`src/rtl/band_envelope_follower.sv`:
```
// Per-band full-wave envelope follower with attack/release smoothing and one shared multiplier.
// Optional macro ENV_OVERRUN_COUNT_EN adds a saturating dropped-frame counter output.
module band_envelope_follower #(
  parameter int          FILTERS       = 9,
  parameter logic [31:0] ATTACK_COEFF  = 32'd524288,
  parameter logic [31:0] RELEASE_COEFF = 32'd65536
) (
  input  logic                       clk_in,
  input  logic                       rst_n_in,
  input  logic                       valid_in,
  input  logic [32*FILTERS-1:0]      bands_in,
  output logic signed [31:0]         env_out,
  output logic [$clog2(FILTERS)-1:0] env_band_out,
  output logic                       env_valid_out,
  output logic                       frame_done_out,
  output logic                       busy_out,
  output logic                       overrun_out
`ifdef ENV_OVERRUN_COUNT_EN
  ,
  output logic [15:0]                overrun_count_out
`endif
);

  localparam int KW = $clog2(FILTERS);
  localparam logic signed [31:0] ENV_MAX = 32'sh7FFF_FFFF;

  typedef enum logic [1:0] {IDLE, ABS, UPD} state_t;

  // |x| with the single unrepresentable magnitude pinned to full scale
  function automatic logic signed [31:0] abs_sat(input logic signed [31:0] x);
    if (x == 32'sh8000_0000) return ENV_MAX;
    else if (x < 0)          return -x;
    else                     return x;
  endfunction

  function automatic logic signed [31:0] clamp_env(input logic signed [65:0] x);
    if (x < 0)                        return '0;
    else if (x > 66'sd2147483647)     return ENV_MAX;
    else                              return x[31:0];
  endfunction

  state_t                state_q;
  logic [KW-1:0]         k_q;
  logic [32*FILTERS-1:0] frame_q;
  logic signed [31:0]    env_q [FILTERS];
  logic signed [32:0]    diff_p0_q;
  logic signed [31:0]    coef_p0_q;
  logic signed [31:0]    env_out_q;
  logic [KW-1:0]         band_out_q;
  logic                  env_vld_q;
  logic                  frame_done_q;
  logic                  busy_q;
  logic                  overrun_q;
`ifdef ENV_OVERRUN_COUNT_EN
  logic [15:0]           ovr_cnt_q;
`endif

  logic signed [31:0] band_sel;
  logic signed [31:0] env_sel;
  logic signed [31:0] abs_val;
  logic signed [32:0] diff_d;
  logic signed [31:0] coef_d;
  logic signed [64:0] prod_p1;
  logic signed [65:0] sum_p1;
  logic signed [31:0] env_new;

  // ABS stage: rectify, error against current envelope, pick coefficient
  assign band_sel = $signed(frame_q[32*k_q +: 32]);
  assign env_sel  = env_q[k_q];
  assign abs_val  = abs_sat(band_sel);
  assign diff_d   = 33'(abs_val) - 33'(env_sel);
  assign coef_d   = (abs_val > env_sel) ? $signed(ATTACK_COEFF) : $signed(RELEASE_COEFF);

  // UPD stage: shared multiply, floor-shift back to Q0, clamp into envelope range
  assign prod_p1  = diff_p0_q * coef_p0_q;
  assign sum_p1   = 66'(env_sel) + 66'(prod_p1 >>> 20);
  assign env_new  = clamp_env(sum_p1);

  always_ff @(posedge clk_in) begin
    if (state_q == IDLE && valid_in) frame_q <= bands_in;
    if (state_q == ABS) begin
      diff_p0_q <= diff_d;
      coef_p0_q <= coef_d;
    end
  end

  always_ff @(posedge clk_in or negedge rst_n_in) begin
    if (!rst_n_in) begin
      state_q      <= IDLE;
      k_q          <= '0;
      env_out_q    <= '0;
      band_out_q   <= '0;
      env_vld_q    <= 1'b0;
      frame_done_q <= 1'b0;
      busy_q       <= 1'b0;
      overrun_q    <= 1'b0;
`ifdef ENV_OVERRUN_COUNT_EN
      ovr_cnt_q    <= '0;
`endif
      for (int i = 0; i < FILTERS; i++) env_q[i] <= '0;
    end else begin
      env_vld_q    <= 1'b0;
      frame_done_q <= 1'b0;
      if (valid_in && busy_q) begin
        overrun_q <= 1'b1;
`ifdef ENV_OVERRUN_COUNT_EN
        if (ovr_cnt_q != 16'hFFFF) ovr_cnt_q <= ovr_cnt_q + 16'd1;
`endif
      end
      case (state_q)
        IDLE: begin
          if (valid_in) begin
            state_q <= ABS;
            k_q     <= '0;
            busy_q  <= 1'b1;
          end
        end
        ABS: state_q <= UPD;
        UPD: begin
          env_q[k_q] <= env_new;
          env_out_q  <= env_new;
          band_out_q <= k_q;
          env_vld_q  <= 1'b1;
          if (k_q == KW'(FILTERS - 1)) begin
            frame_done_q <= 1'b1;
            busy_q       <= 1'b0;
            state_q      <= IDLE;
          end else begin
            k_q     <= k_q + KW'(1);
            state_q <= ABS;
          end
        end
        default: state_q <= IDLE;
      endcase
    end
  end

  assign env_out        = env_out_q;
  assign env_band_out   = band_out_q;
  assign env_valid_out  = env_vld_q;
  assign frame_done_out = frame_done_q;
  assign busy_out       = busy_q;
  assign overrun_out    = overrun_q;
`ifdef ENV_OVERRUN_COUNT_EN
  assign overrun_count_out = ovr_cnt_q;
`endif

endmodule

```
`config.mk`:
```
export PLATFORM = sky130hd
export DESIGN_NAME = band_envelope_follower
export DESIGN_NICKNAME = d
export VERILOG_FILES = /design/src/rtl/band_envelope_follower.sv
export SDC_FILE = /design/constraint.sdc
export NUM_CORES = 1
export LEC_CHECK = 0
export CAP_MARGIN = 20
export CORE_MARGIN = 5
export CORE_UTILIZATION = 50
export CTS_CLUSTER_SIZE = 20
export DETAILED_ROUTE_END_ITERATION = 10
export GPL_ROUTABILITY_DRIVEN = 0
export GPL_TIMING_DRIVEN = 0
export PLACE_DENSITY_LB_ADDON = 0.05
export SLEW_MARGIN = 15
export SYNTH_ARGS = -nofsm -noshare
export SYNTH_HDL_FRONTEND = slang
export SYNTH_SLANG_ARGS = --single-unit
```
`constraint.sdc`:
```
create_clock -name clk_in -period 57.1 [get_ports clk_in]
set_input_delay 17.13 -clock clk_in [delete_from_list [all_inputs] [get_ports clk_in]]
set_output_delay 17.13 -clock clk_in [all_outputs]
set_load 0.05 [all_outputs]
```
[After elaboration in Yosys (flattened, before gate mapping)]
Cells that the tools add are included.
Operators by class
  add/subtract/negate cells: 4
  multiply operators: 1
  magnitude comparators: 6
  eq/ne operators: 7
  shifts and indexed selects: 1
  muxes and demuxes: 23
  bitwise operators: 1
  reduce and logical (&&, ||, !) cells: 7
Operators by type and width (count)
  bitwise mux 288 bit: 1
  indexed part select 288 x 10 -> 32 bit: 1
  2-to-1 mux 32 bit: 7
  binary-select mux 32 bit (select 4 bit): 1
  demux 32 bit (select 4 bit): 1
  multiplier 33 x 21 -> 54 bit: 1
  adder 32 x 34 -> 35 bit: 1
  greater-than comparator 35 x 32 -> 1 bit, second input constant: 1
  less-than comparator 35 x 1 -> 1 bit, second input constant: 1
  subtractor 32 x 32 -> 33 bit: 1
  equality test 32 bit, second input constant: 1
  greater-than comparator 32 bit: 1
  less-than comparator 32 x 1 -> 1 bit, second input constant: 1
  negator 32 bit: 1
  2-to-1 mux 20 bit: 1
  2-to-1 mux 4 bit: 2
  one-hot mux 4 bit (2 select lines): 1
  2-to-1 mux 1 bit: 6
  != test 2 bit, second input constant: 3
  one-hot mux 2 bit (3 select lines): 1
  AND reduction 3 bit: 2
  >= comparator 5 bit, second input constant: 1
  less-than comparator 5 x 1 -> 1 bit, second input constant: 1
  inverter 4 -> 5 bit: 1
  9 further kinds: 11
Word-level totals
  register bits: 675
  input bits: 291
  output and inout bits: 40
  logic and storage cells: 70

[Logic depth before layout (Yosys ltp)]
  depth in word-level cells: 9
  depth in mapped cells: 35
  gate-level depth less buffers: 32

[Worst setup path before layout]
Ideal clock, no wire load.
  kind: input-to-reg
  from: input port valid_in
  to: register k_q[0]
  library setup time: 0.157 ns
  arrival time: 40.532 ns
  required time: 56.943 ns
  path slack: 16.411 ns
  cell stages on the path: 3
  buffers on the path: 0
  cell sequence: nor3b_1 nor2_1 mux2_2
Between the ends
  word-level cells in the longest chain between the ends: 2
RTL lines
  start, declared: line 10  | input logic valid_in,
  != test 2 bit (no source line)
  AND reduction 3 bit (no source line)
  end signal, assigned: line 129  | k_q <= k_q + KW'(1);
  end, declared: line 43  | logic [KW-1:0] k_q;
Every way passes these cells.
A chain may end at the register's enable or synchronous reset.

[Worst setup path after layout]
  from: input port valid_in
  to: register frame_q[103], enable pin
Between the ends
  word-level cells in the longest chain between the ends: 1
RTL lines
  logical AND 1 bit: line 80  | if (state_q == IDLE && valid_in) frame_q <= bands_in;
  end signal, assigned: line 80
  end, declared: line 44  | logic [32*FILTERS-1:0] frame_q;
Every way passes these cells.

==> impl_results.md <==
* Initial Util at 50.6%
* Die width at roughly 280 um
* Layout Skew at ~33 ps
* Synth Net Count at 3844
* CP top delay family: buffers and inverters
* Status: finished, final reports clean
* Distinct cells, synth at 90
* Synth Cell Area at ~36000 um^2
* Vias at between 20000 and 30000
* Worst-Margin Slew at between 1000 and 1500 ps
* F_max at between 50 and 60 MHz
* Largest net degree at the start of global routing at 111
* Hold buffers post-CTS at 0
* Max-slew violation count at 0
* # H-tree levels at 3
* IO Port Bufs at between 300 and 400
* Crit Path Max Fanout at 13
* Top FF cell, synth: dfrtp_1
* TritonCTS Sinks at ~660
* DP Wirelength at 89700 um
* 1st-pass router iterations at 6
* Routed wire length at ~110000 um
* Initial antenna violation count at 10
* Worst setup path category: input port to flip-flop
* Mean Syn Cell Area at 10.9 um^2
* Seq/Total Area, Yosys at approximately 50%
* CTS tree: done
* CP Capture Type: flip-flop
* Worst R2R Setup Slack at ~47000 ps
* CP max stage cell: clkdlybuf4s50_1
* Total clock buffers created by CTS at between 70 and 80
* Post-synth EDFFs at ~320
* Antenna Nets Post-Route at 0
* Total track usage at approximately 29%
* Worst Path Required at 57420 ps
* Gr ovfl total at 0
* WL/cell at 24.0 um
* WP buf/inv at 7
* FF+latch count, synth at 657
* Layout area overhead at 19.9%
* CTS max path bufs at 3
* First-pass GRT wire length at ~170000 um
* Final hold vios at 0
* Worst skew pair latency at about 640 ps
* Layout net count at roughly 4300
* Final period util at 33.5%
* Die ar. at approximately 78000 um^2
* Core area at 71700 um^2
* Share of post-route cells with drive strength above 1 at roughly 9%
* Row cnt at 98
* Crit-path max cell delay at between 600 and 700 ps
* Number of setup buffers added after CTS at 0
* Starting DRT DRC Count at approximately 2700
* Final setup fails at 0
* Slew HR at 33.2%
* Ys Warns at 0
* Final Critical Period at 19130 ps
* Post_cts resized at 0
* Cell count after synthesis at around 3300
* Num ports at 331
* Number of global-route vias before repair at 28372
* Vias/cell at 5.98
* Unrepaired setup endpoints after global routing: no
* Worst-path cell chain: clkdlybuf4s50_1 -> nor3b_2 -> buf_4 -> buf_4 -> buf_4 -> buf_4 -> buf_4 -> buf_4
* Clk slew on worst S/H paths at about 60 ps
* DRC Markers at 0
* Die height at 279 um
* Crit path DAT at ~20000 ps
* Max_cap viols at 0
* Final setup TNS at 0 ps
* Asr flop ratio synth at 50.8%
* HP Class: flip-flop to flip-flop
* Critical Path Start Type: input port
* Crit path top cell by count: buf_4
* CTS root buf: clkbuf_16
## cell families (layout without fill, tap and decap cells)
group / count (synthesis) / count (layout) / synth area share, %
xor+xnor: 153 / 153 / 3.69
buf+inv: 289 / 783 / 3.60
simple gates: 893 / 893 / 11.9
mux: 222 / 222 / 7.86
compound gates: 880 / 880 / 15.2
flops: 657 / 657 / 49.8
other cells: 0 / 5 / 0
fa+ha+maj: 230 / 230 / 8.01
## synth_stat cells, drive strengths merged, types with 7 or more instances
cell type	count	area share, %
a221oi	13	0.33
xnor2	105	2.5
a21oi	192	2.7
ha	225	7.8
mux2	24	0.74
mux2i	150	4.1
a21o	41	0.85
nand4	16	0.28
a22o	10	0.24
a22oi	11	0.26
a31oi	25	0.43
a211o	7	0.17
a211oi	13	0.30
o22ai	26	0.45
and2	46	0.79
nand3	51	0.76
o22a	33	0.80
a32o	14	0.39
nand2	454	4.7
and3	14	0.24
o2bb2ai	9	0.22
nor3b	18	0.43
o21ai	357	4.9
edfxtp	323	27
o21bai	18	0.37
xor2	48	1.2
buf	58	1.2
o211ai	11	0.24
a221o	12	0.33
nand2b	15	0.26
nor3	64	1.8
nor2	176	1.8
o221ai	16	0.39
nor2b	10	0.17
inv	97	1.0
mux4	48	3.0
clkbuf	134	1.4
dfrtp	334	23
o21a	20	0.41
o31ai	15	0.38
## registers in the layout, indices dropped and copies added (netlist names)
signal          count
env_q             288
frame_q           288
diff_p0_q          33
env_out            32
env_band_out        4
k_q                 4
coef_p0_q           2
state_q             2
busy_out            1
env_valid_out       1
frame_done_out      1
overrun_out         1
## cell usage in the layout (no fill, tap or decap), drive strengths merged, types with 150 or more instances in the layout
cell type,n
a21oi,192
clkbuf,233
clkdlybuf4s50,329
dfrtp,334
edfxtp,323
ha,225
mux2i,150
nand2,454
nor2,176
o21ai,357
## layout make-up
type                            instances  area (um^2)
Fill cell                            5873        28200
Sequential cell                       657        18100
Multi-Input combinational cell       2378        16900
Timing Repair Buffer                  364         3690
Clock buffer                           99         2000
Tap cell                              950         1190
Buffer                                192          941
Inverter                               97          364
Clock inverter                         31          314
Antenna cell                            5         12.5
## layer usage
metal	routed length [um]	share of wire, %	global-route usage [%]	vias to the layer above
li1	-	-	-	13028
met4	3400	3.0	8.57	10
met1	47900	42	39.5	14078
met3	8590	7.5	5.12	180
met2	54700	48	47.6	1245
met5	65	0.057	0	-
## path summary, 6_finish.rpt
| check | cells past startpoint | endpoint | from |
|---|---|---|---|
| hold reg to reg | 2 | env_q[261] | env_q[261] |
| hold / removal | 2 | env_q[261] | env_q[261] |
| setup reg to reg | 32 | env_q[116] | coef_p0_q[16] |
| setup / recovery | 8 | frame_q[103] | valid_in |
| min in group asynchronous | 1 | env_out[16] | rst_n_in |
| max in group asynchronous | 3 | env_q[149] | rst_n_in |
## through the flow
step,instance area (um^2),util [%],hold WS [ps],instances,worst slack (ps)
6_report,43500,60.7,474,4773,37970
5_1_grt,43500,60.7,492,4772,37900
4_1_cts,43500,60.6,480,4768,38010
3_5_place_dp,41200,57.4,467,4638,37360
3_3_place_gp,40800,56.8,456,4604,7760
2_1_floorplan,36300,-,445,3324,16410
## worst register-to-register path, delay by kind of cell (launching register included)
family,cells,cell delay [ps]
AOI/OAI and AO/OA,10,2840
xor gates and xnor gates,1,200
adders and majority gates,8,2280
buffers and inverters,6,2410
DFF,1,510
and+or+nand+nor,7,2140
Power is not shown: default switching activity piles up to over one toggle a cycle in this logic, so the estimate is an artifact.
